<file path="src/rtl/alu_mdu.sv">
// alu_mdu: single-cycle ALU with iterative unsigned multiply and divide.
// Ports: clk, reset (sync, active-low), start, A, B, ALUOp -> C, HI, busy, done, dz.
module alu_mdu #(
  parameter int WIDTH = 32
) (
  input  logic             clk,
  input  logic             reset,
  input  logic             start,
  input  logic [WIDTH-1:0] A,
  input  logic [WIDTH-1:0] B,
  input  logic [2:0]       ALUOp,
  output logic [WIDTH-1:0] C,
  output logic [WIDTH-1:0] HI,
  output logic             busy,
  output logic             done,
  output logic             dz
);

  localparam int S  = $clog2(WIDTH);
  localparam int CW = S + 1;

  typedef enum logic {IDLE, CALC} state_t;

  state_t           r_state;
  logic [CW-1:0]    r_cnt;
  logic             r_div;
  logic [WIDTH-1:0] r_a;
  logic [WIDTH-1:0] r_p_hi;
  logic [WIDTH-1:0] r_p_lo;
  logic [WIDTH-1:0] r_c;
  logic [WIDTH-1:0] r_h;
  logic             r_busy;
  logic             r_done;
  logic             r_dz;

  logic [S-1:0]     w_amt;
  logic [WIDTH-1:0] w_res;
  logic             w_multi;
  logic             w_div;
  logic             w_bz;
  logic [WIDTH:0]   w_sum;
  logic [WIDTH:0]   w_sh;
  logic             w_ge;
  logic [WIDTH-1:0] w_diff;
  logic [WIDTH-1:0] w_nhi;
  logic [WIDTH-1:0] w_nlo;

  assign w_amt   = B[S-1:0];
  assign w_multi = ALUOp[2] & ALUOp[1];
  assign w_div   = (ALUOp == 3'b111);
  assign w_bz    = (B == '0);

  always_comb begin
    w_res = '0;
    case (ALUOp)
      3'b000:  w_res = A + B;
      3'b001:  w_res = A - B;
      3'b010:  w_res = A & B;
      3'b011:  w_res = A | B;
      3'b100:  w_res = A >> w_amt;
      3'b101:  w_res = $signed(A) >>> w_amt;
      default: w_res = '0;
    endcase
  end

  // Multiply: conditional add into the high half, then shift the
  // whole {hi,lo} pair right; multiplier bits drain out of lo.
  assign w_sum = {1'b0, r_p_hi} + (r_p_lo[0] ? {1'b0, r_a} : '0);

  // Divide: shift the next dividend bit into the remainder and
  // subtract the divisor when it fits (restoring).  The remainder
  // stays below the divisor, so the difference fits in WIDTH bits.
  assign w_sh   = {r_p_hi, r_p_lo[WIDTH-1]};
  assign w_ge   = (w_sh >= {1'b0, r_a});
  assign w_diff = w_sh[WIDTH-1:0] - r_a;

  always_comb begin
    w_nhi = w_sum[WIDTH:1];
    w_nlo = {w_sum[0], r_p_lo[WIDTH-1:1]};
    if (r_div) begin
      w_nhi = w_ge ? w_diff : w_sh[WIDTH-1:0];
      w_nlo = {r_p_lo[WIDTH-2:0], w_ge};
    end
  end

  always_ff @(posedge clk) begin
    if (!reset) begin
      r_state <= IDLE;
      r_cnt   <= '0;
      r_div   <= 1'b0;
      r_a     <= '0;
      r_p_hi  <= '0;
      r_p_lo  <= '0;
      r_c     <= '0;
      r_h     <= '0;
      r_busy  <= 1'b0;
      r_done  <= 1'b0;
      r_dz    <= 1'b0;
    end else begin
      r_done <= 1'b0;
      case (r_state)
        IDLE: begin
          if (start) begin
            if (!w_multi) begin
              r_c    <= w_res;
              r_h    <= '0;
              r_dz   <= 1'b0;
              r_done <= 1'b1;
            end else if (w_div && w_bz) begin
              r_c    <= '1;
              r_h    <= A;
              r_dz   <= 1'b1;
              r_done <= 1'b1;
            end else begin
              r_div   <= w_div;
              r_a     <= w_div ? B : A;
              r_p_lo  <= w_div ? A : B;
              r_p_hi  <= '0;
              r_cnt   <= '0;
              r_busy  <= 1'b1;
              r_state <= CALC;
            end
          end
        end
        CALC: begin
          r_p_hi <= w_nhi;
          r_p_lo <= w_nlo;
          r_cnt  <= r_cnt + CW'(1);
          if (r_cnt == CW'(WIDTH - 1)) begin
            r_c     <= w_nlo;
            r_h     <= w_nhi;
            r_dz    <= 1'b0;
            r_done  <= 1'b1;
            r_busy  <= 1'b0;
            r_state <= IDLE;
          end
        end
        default: r_state <= IDLE;
      endcase
    end
  end

  assign C    = r_c;
  assign HI   = r_h;
  assign busy = r_busy;
  assign done = r_done;
  assign dz   = r_dz;

endmodule

</file>
<file path="config.mk">
export PLATFORM = sky130hd
export DESIGN_NAME = alu_mdu
export DESIGN_NICKNAME = d
export VERILOG_FILES = /design/src/rtl/alu_mdu.sv
export SDC_FILE = /design/constraint.sdc
export NUM_CORES = 1
export LEC_CHECK = 0
export ABC_CLOCK_PERIOD_IN_PS = 16100
export CAP_MARGIN = 40
export CORE_MARGIN = 3
export CORE_UTILIZATION = 35
export DETAILED_ROUTE_END_ITERATION = 6
export GPL_ROUTABILITY_DRIVEN = 0
export PLACE_DENSITY = 0.49
export SETUP_SLACK_MARGIN = 0.02
export SYNTH_ARGS = -nofsm -noshare
export SYNTH_HDL_FRONTEND = slang
export SYNTH_SLANG_ARGS = --single-unit
</file>
<file path="constraint.sdc">
create_clock -name clk -period 16.1 [get_ports clk]
set_clock_uncertainty 0.2 [all_clocks]
set_input_delay 3.22 -clock clk [delete_from_list [all_inputs] [get_ports clk]]
set_output_delay 3.22 -clock clk [all_outputs]
set_load 0.02 [all_outputs]
</file>
; ---- Word level (Yosys, flattened, before mapping)
; Cells that the tools add are included.
[word_totals]
register_bits = 171
in_bits = 70
out_inout_bits = 67
wordCells = 91
[op_classes]
addsub = 5
magnitude_cmp = 1
n_eq_ne = 12
n_shift = 2
muxes = 48
n_bitwise = 5
reduce_logical = 7
[ops]
columns = cell, n
row1 = $mux 32, 20
row2 = $pmux 32 s2, 4
row3 = $pmux 32 s6, 1
row4 = $sub 32x32->32, 2
row5 = $add 32x32->33, 1
row6 = $ge 33x32->1, 1
row7 = $add 32x32->32, 1
row8 = $and 32x32->32, 1
row9 = $logic_not 32->1, 1
row10 = $or 32x32->32, 1
row11 = $shr 32x5->32, 1
row12 = $sshr 32x5->32, 1
row13 = $mux 6, 3
row14 = $mux 1, 15
row15 = $pmux 6 s2, 1
row16 = $eq 3x3->1 const B, 3
row17 = $pmux 1 s2, 4
row18 = $reduce_and 4->1, 2
row19 = $add 6x1->6 const B, 1
row20 = $eq 3x2->1 const B, 2
row21 = $eq 6x5->1 const B, 1
row22 = $ne 2x2->1 const B, 3
row23 = $reduce_and 3->1, 2
row24 = $eq 3x1->1 const B, 1
row25 = other kinds (6), 7

; ---- Logic depth before layout (Yosys ltp)
; Gate-level depths: netlist of the first run.
[logic_depth]
ltp_word = 6
ltp_mapped = 24
ltp_nobuf = 21

; ---- Worst setup path after synthesis of the first run
; Ideal clock, no wire load.
[synth_timing]
path_type = input to register
start = in B[0]
end = reg r_c[31] (netlist: C[31])
setup_ps = 123
t_arrival_ps = 7881
required_time_ps = 15777
path_slack_ps = 7896
stages = 24
path_buffers = 3
path_cell_list = buf_1 -> inv_2 -> clkbuf_1 -> ha_1 -> nand2b_1 -> nor3_1 -> nand3_1 -> nor2b_1 -> and2_1 -> nand2_1 -> o31ai_1 -> xor2_1 -> ha_1 -> clkbuf_1 -> a21o_1 -> a21o_1 -> a2111oi_0 -> nor4b_1 -> o21ai_0 -> o21ai_0 -> o41a_1 -> xnor2_1 -> a221oi_1 -> nor2_1
[synth_between]
elab_chain_len = 5
word_cells_on_any_way = 12
cone_classes = add/sub (2) / eq/ne (1) / shift (2) / mux (4) / reduce/logical (3)
[synth_rtl]
columns = element, line_no
row1 = "start, declared", 10  ; input logic [WIDTH-1:0] B,
row2 = $sub 32x32->32 (tied with other cells), 57  ; 3'b001: w_res = A - B;
row3 = $pmux 32 s6, 55  ; case (ALUOp)
row4 = $mux 32, 104  ; if (!w_multi) begin
row5 = $mux 32, 103  ; if (start) begin
row6 = $pmux 32 s2, 101  ; case (r_state)
row7 = "end signal, assigned", 105  ; r_c <= w_res;
row8 = "end signal, assigned", 130  ; r_c <= w_nlo;
row9 = "end, declared", 30  ; logic [WIDTH-1:0] r_c;
; Several ways; a longest one is shown, not always the timed one. The select of a mux whose other input is x is not followed.
; A chain may end at the register's enable or synchronous reset.

; ---- Final worst setup path of the first run
; Ends and elaborated chain as after synthesis.

==> reports/results.ini, run 1 <==
[cts]
cts_sinks = 171
cts.path.max_buffers = 2
numCtsBuffers = 17
cts-root-buf = clkbuf_16
cts_setup_buffers = 0
h-tree-depth = 4
cts.clk_slew.worst_paths_ps = 80
cts_hold_buf = 0
cts_repair_resize_count = 0
tritoncts = done
insertion_delay_ps = 460

[die]
pin_count = 137
start_util = 0.359
fp.dieH_microns = 226
dieArea_sq_um = 51000
core_sq_um = 47100
fp-row-count = 79
fp.dieW_microns = 226

[yosys]
synth-seq-cells = 171
syn_avg_cell_area_sq_um = 7.35
ys.flop_type = dfxtp_1
syn-cell-area_sq_um = 16900
synth_edf_count = 0
synth_xor_xnor_area_share = 0.0570
synth_adder_area_share = 0.0910
ys_types = 80
muxShareOfSynthArea = 0.0725
yosys.area_share.simple = 0.214
ys_warn_count = 0
synth_top_family_by_area = compound AO/OA/AOI/OAI gates
seq_area_frac_synth = 0.202
netlist_instances = 2300
async_reset_ff_frac = 0
synth_compound_area_frac = 0.304
synthesis.nets = 2472

[timing]
rsz0062_at_grt = no
period_minus_slack_ps = 8820
finalMaxSlewViolations = 0
finalSetupViolCount = 0
hold_viol = 0
fin_crit_sh = 0.548
max_clock_freq_ghz = 0.113
relSlewSlack = 0.378
finalSetupTns_ps = 0
tightest_slew_ps = 930

[run]
maxCapViolCount = 0

[power]
ir_drop_uv = 76.8
total_power_mw = 1.36
p_leak_nw = 7.77
power_density_nw_per_um2 = 71.2

[layout]
final_core_util = 0.406
fin_nets = 2487
finalInstanceArea_sq_um = 19200
final_cells = 2935
drive_gt1_frac = 0.0485
diodes = 0
areaGrowthSynthToFinish_pct = 13.3
fillers = 4867

[routing]
wl_per_cell_microns = 25.0
drtIter0Drc = 1865
dr_total_vias = 18000
antenna_left = 0
drc_errors = 0
dr.pass1.iters = 6
routed_wl_microns = 73300
vias_per_cell = 6.13

[global_route]
grt_max_degree = 74
grt_usage = 0.280
grt_overflow = 0
grt_pass1_wl_microns = 108000
grt_pass1_vias = 17100
antenna_found_initial = 0

[run_status]
outcome = completed

[placed_design]
placedInstanceArea_sq_um = 18600
dp_hpwl_microns = 55500
dp_cells = 2903
portBuffers = 136

[critical_path]
crit_fanout = 27
arrival_ps = 8970
crit_type = in -> reg
critical_path_required_ps = 16260
cp-start-kind = input port
endpoint_kind = flop

[min_path]
hp-class = reg -> reg

Yosys cell counts (11+ instances only):
cell | instances | area share
a221oi_1 | 11 | 0.0057
buf_1 | 17 | 0.0038
ha_1 | 99 | 0.073
mux2_2 | 12 | 0.0080
xor2_1 | 46 | 0.024
dfxtp_1 | 171 | 0.20
clkbuf_1 | 133 | 0.030
and2_1 | 52 | 0.019
a211oi_1 | 33 | 0.015
o21ai_0 | 151 | 0.045
o211a_1 | 35 | 0.021
nor2b_1 | 22 | 0.0081
nor2_1 | 199 | 0.044
nand3_1 | 72 | 0.021
a21o_1 | 39 | 0.017
a31oi_1 | 24 | 0.0089
and3_1 | 13 | 0.0048
nand2b_1 | 27 | 0.010
mux2i_1 | 91 | 0.054
o31ai_1 | 21 | 0.0093
nand3b_1 | 12 | 0.0053
xnor2_1 | 64 | 0.033
o21a_1 | 12 | 0.0053
nor3b_1 | 12 | 0.0053
a22o_1 | 51 | 0.026
nand4_1 | 19 | 0.0070
buf_2 | 12 | 0.0036
inv_1 | 70 | 0.016
a21oi_1 | 170 | 0.050
nor3_1 | 30 | 0.0089
a21boi_0 | 41 | 0.018
maj3_1 | 24 | 0.014
o211ai_1 | 65 | 0.029
o21bai_1 | 14 | 0.0062
nand2_1 | 288 | 0.064
path summary, 6_finish.rpt:
kind                            cells past startpoint                 endpoint                start  slack, ps
worst max register to register                     13  r_p_hi[14]$_SDFFE_PN0P_  r_a[6]$_SDFFE_PN0P_      11310
worst max-delay path                               23       C[31]$_SDFFE_PN0P_                 B[0]       7280
worst min register to register                      2        C[2]$_SDFFE_PN0P_    C[2]$_SDFFE_PN0P_        270
worst min-delay path                                2        C[2]$_SDFFE_PN0P_    C[2]$_SDFFE_PN0P_        270
metal layers:
| metal | track usage | up-vias | part of all wire |
|---|---|---|---|
| li1 | - | 8399 | - |
| met1 | 0.374 | 8628 | 0.43 |
| met3 | 0.0283 | 153 | 0.064 |
| met5 | 0 | - | 0 |
| met2 | 0.445 | 807 | 0.45 |
| met4 | 0.151 | 0 | 0.059 |
cells in the final DEF (no fill, tap or decap), types with 70 or more instances in the layout:
master           count
dfxtp_1            169
mux2i_1             91
nor2_1             198
nand3_1             71
a21oi_1            170
o21ai_0            151
ha_1                99
clkdlybuf4s50_1    132
nand2_1            288
inv_1               70
stage by stage:
stage	setup slack, ps	hold slack [ps]
5_1_grt	6670	301
2_1_floorplan	7900	241
4_1_cts	7350	268
6_report	7280	265
3_5_place_dp	6880	258
3_3_place_gp	6910	253
power breakdown:
part           internal (mW)  leakage [nW]  switching [mW]
Clock                  0.220         0.276           0.205
Sequential             0.440          1.39          0.0192
Combinational          0.172          6.10           0.307
Total                  0.832          7.77           0.531
cell type report:
cell class / instances / area (sq um) / share of cell area
Clock buffer: 18 / 429 / 0.0224
Clock inverter: 14 / 150 / 0.00784
Inverter: 74 / 278 / 0.0145
Multi-Input combinational cell: 1885 / 12500 / 0.654
Sequential cell: 171 / 3430 / 0.179
Tap cell: 607 / 759 / 0.0397
Timing Repair Buffer: 166 / 1570 / 0.0821
state kept, by name, summed over array words and instances (netlist names):
register	count
C	32
HI	32
r_a	32
r_p_hi	32
r_p_lo	32
r_cnt	6
busy	1
done	1
dz	1
r_div	1
r_state	1
worst max-delay path, stage by stage:
cell and delay, ps:
clkdlybuf4s50_1 390, buf_4 240, inv_2 480, ha_1 270, nand2b_1 90, nor3_1 340, nand3_1 240, nor2b_1 240
and2_1 210, nand2_1 90, o31ai_1 240, xor2_1 180, ha_1 370, a21o_1 230, a21o_1 190, a2111oi_0 600
nor4b_1 150, o21ai_0 180, o21ai_0 140, o41a_1 360, xnor2_1 130, a221oi_1 290, nor2_1 80
cells by family after synthesis:
logic type	Yosys count
compound gates	758
xor+xnor	110
fa+ha+maj	126
buf+inv	244
flops	171
mux	111
simple gates	780
No activity file was read; power rests on OpenSTA's default activity.
==> run 2, diff against run 1 <==
--- a/config.mk
+++ b/config.mk
@@ -5,13 +5,13 @@
 export SDC_FILE = /design/constraint.sdc
 export NUM_CORES = 1
 export LEC_CHECK = 0
-export ABC_CLOCK_PERIOD_IN_PS = 16100
+export ABC_CLOCK_PERIOD_IN_PS = 7500
 export CAP_MARGIN = 40
 export CORE_MARGIN = 3
 export CORE_UTILIZATION = 35
 export DETAILED_ROUTE_END_ITERATION = 6
 export GPL_ROUTABILITY_DRIVEN = 0
-export PLACE_DENSITY = 0.49
+export PLACE_DENSITY = 0.51
 export SETUP_SLACK_MARGIN = 0.02
 export SYNTH_ARGS = -nofsm -noshare
 export SYNTH_HDL_FRONTEND = slang
==> constraint.sdc (replaced) <==
create_clock -name clk -period 7.5 [get_ports clk]
set_clock_uncertainty 0.2 [all_clocks]
set_input_delay 1.5 -clock clk [delete_from_list [all_inputs] [get_ports clk]]
set_output_delay 1.5 -clock clk [all_outputs]
set_load 0.02 [all_outputs]
==> reports/results.ini, run 2 (synthesized netlist as in run 1, its figures left out) <==
[power]
switching_share = 0.368  ; was 0.390
p_leak_nw = 7.81  ; was 7.77 nW
ir_drop_uv = 168  ; was 76.8 uV
power_frac_comb = 0.347  ; was 0.352
power_density_nw_per_um2 = 152  ; was 71.2 nW/um^2
internal_power_mw = 1.85  ; was 832 uW
clkPwrFrac = 0.314  ; was 0.311
sequentialPowerShare = 0.339  ; was 0.337
total_power_mw = 2.92  ; was 1.36 mW
power.switching_mw = 1.07  ; was 531 uW

[cts]
insertion_delay_ps = 450  ; was 460 ps
tritoncts = done  ; unchanged
cts-root-buf = clkbuf_16  ; unchanged
cts.clk_slew.worst_paths_ps = 70  ; was 80 ps
cts_hold_buf = 0  ; unchanged
h-tree-depth = 4  ; unchanged
cts_sinks = 171  ; unchanged
cts_setup_buffers = 0  ; unchanged
cts_repair_resize_count = 0  ; unchanged
cts.path.max_buffers = 2  ; unchanged
numCtsBuffers = 17  ; unchanged

[placed_design]
dp_hpwl_microns = 54800  ; was 55,500 microns
pre_cts_ws_ps = 635  ; was 6880 ps
portBuffers = 136  ; unchanged

[routing]
antenna_left = 0  ; unchanged
routed_wl_microns = 71600  ; was 73,300 microns
wl_per_cell_microns = 24.3  ; was 25.0 microns
drc_errors = 0  ; unchanged
dr_total_vias = 17800  ; was 18,000
dr.pass1.iters = 7  ; was 6
drtIter0Drc = 2094  ; was 1,865
vias_per_cell = 6.06  ; was 6.13

[critical_path]
critical_path_required_ps = 7640  ; was 16,260 ps
crit_type = in -> reg  ; unchanged
endpoint_kind = flop  ; unchanged
arrival_ps = 6670  ; was 8970 ps
crit_fanout = 9  ; was 27
cp-start-kind = input port  ; unchanged

[layout]
fin_nets = 2496  ; was 2,487
fillers = 4883  ; was 4,867
drive_gt1_frac = 0.0501  ; was 0.0485
final_cell_mix = nand2_1 (288), nor2_1 (198), a21oi_1 (170), dfxtp_1 (169), o21ai_0 (151)  ; unchanged
areaGrowthSynthToFinish_pct = 13.6  ; was 13.3%
mostFrequentLayoutCell = nand2_1  ; unchanged
final_core_util = 0.407  ; was 0.406

[die]
fp.dieH_microns = 226  ; unchanged
pin_count = 137  ; unchanged
fp.dieW_microns = 226  ; unchanged
fp-row-count = 79  ; unchanged
dieArea_sq_um = 51000  ; unchanged
core_sq_um = 47100  ; unchanged
start_util = 0.359  ; unchanged

[timing]
finalSetupTns_ps = 0  ; unchanged
fin_crit_sh = 0.871
finalSetupViolCount = 0  ; unchanged
rsz0062_at_grt = no  ; unchanged
setup_slack_ps = 968  ; was 7280 ps
hold_viol = 0  ; unchanged
max_clock_freq_ghz = 0.153
tightest_slew_ps = 881  ; was 930 ps
hold-worst-slack_ps = 265  ; about the same
period_minus_slack_ps = 6530
relSlewSlack = 0.412  ; was 0.378
finalMaxSlewViolations = 0  ; unchanged

[global_route]
grt_pass1_wl_microns = 106000  ; was 108,000 microns
antenna_found_initial = 1  ; was 0
grt_overflow = 0  ; unchanged
grt_pass1_vias = 16900  ; was 17,100
grt_max_degree = 80  ; was 74
grt_usage = 0.274  ; was 0.280

[run]
maxCapViolCount = 0  ; unchanged

[run_status]
outcome = completed  ; unchanged

[min_path]
hp-class = reg -> reg  ; unchanged

==> run 2: changes by cell type in the layout (fill, tap and decap cells not counted), moves of 2 or more <==
cell and delta:
bufinv_16 +2, clkinvlp_4 -2, clkinv_2 +3, inv_6 -5
clkbuf_1 +3, inv_8 -4, buf_4 +11
==> run 2: final timing paths <==
kind | from | endpoint | slack [ps] | depth (start not counted)
setup reg to reg | r_a[6]$_SDFFE_PN0P_ | HI[7]$_SDFFE_PN0P_ | 2590 | 12
setup / recovery | B[0] | C[31]$_SDFFE_PN0P_ | 970 | 22
hold / removal | C[5]$_SDFFE_PN0P_ | C[5]$_SDFFE_PN0P_ | 260 | 2
hold reg to reg | C[5]$_SDFFE_PN0P_ | C[5]$_SDFFE_PN0P_ | 260 | 2
==> run 2: final cells by class <==
class,instances,area (sq um),area share
multi-input cells,1885,12500,0.652
flip-flops and latches,171,3430,0.179
repair buffers,175,1630,0.0851
well taps,607,759,0.0396
clock buffers,22,454,0.0237
inverters,74,278,0.0145
clock inverters,8,121,0.00632
diodes,1,2.50,0.000130
==> run 2: layer usage <==
| layer | global-route usage | up-vias | part of all wire |
|---|---|---|---|
| met4 | 0.124 | 0 | 0.048 |
| met1 | 0.366 | 8510 | 0.43 |
| met3 | 0.0322 | 139 | 0.066 |
| met2 | 0.445 | 771 | 0.45 |
| li1 | - | 8409 | - |
| met5 | 0 | - | 0 |
==> run 2: power by group through the flow <==
stage | clock network (mW) | registers (mW) | logic (mW)
finish | 0.918 | 0.991 | 1.01
global route | 0.969 | 0.994 | 1.09
CTS | 0.934 | 0.989 | 0.999
detailed placement | 0 | 1.01 | 0.993
global placement | 0 | 1.01 | 0.987
floorplan | 0 | 1.01 | 0.633
==> run 2: stage by stage <==
step                area [sq um]  cells
detailed placement         18600   2912
global route               19200   2942
floorplan                  16900   2300
finish                     19200   2943
CTS                        19200   2942
global placement           18600   2911
==> run 2: worst max-delay path: stages <==
cell,delay (ps)
clkdlybuf4s50_1,430
inv_2,70
ha_1,170
nand2b_1,80
nor3_1,480
nand3_1,290
nor2b_1,250
and2_1,220
nand2_1,90
o31ai_1,240
xor2_1,180
ha_1,360
a21o_1,220
a21o_1,190
a2111oi_0,560
nor4b_1,130
o21ai_0,160
o21ai_0,150
o41a_1,360
xnor2_1,140
a221oi_1,300
nor2_1,90
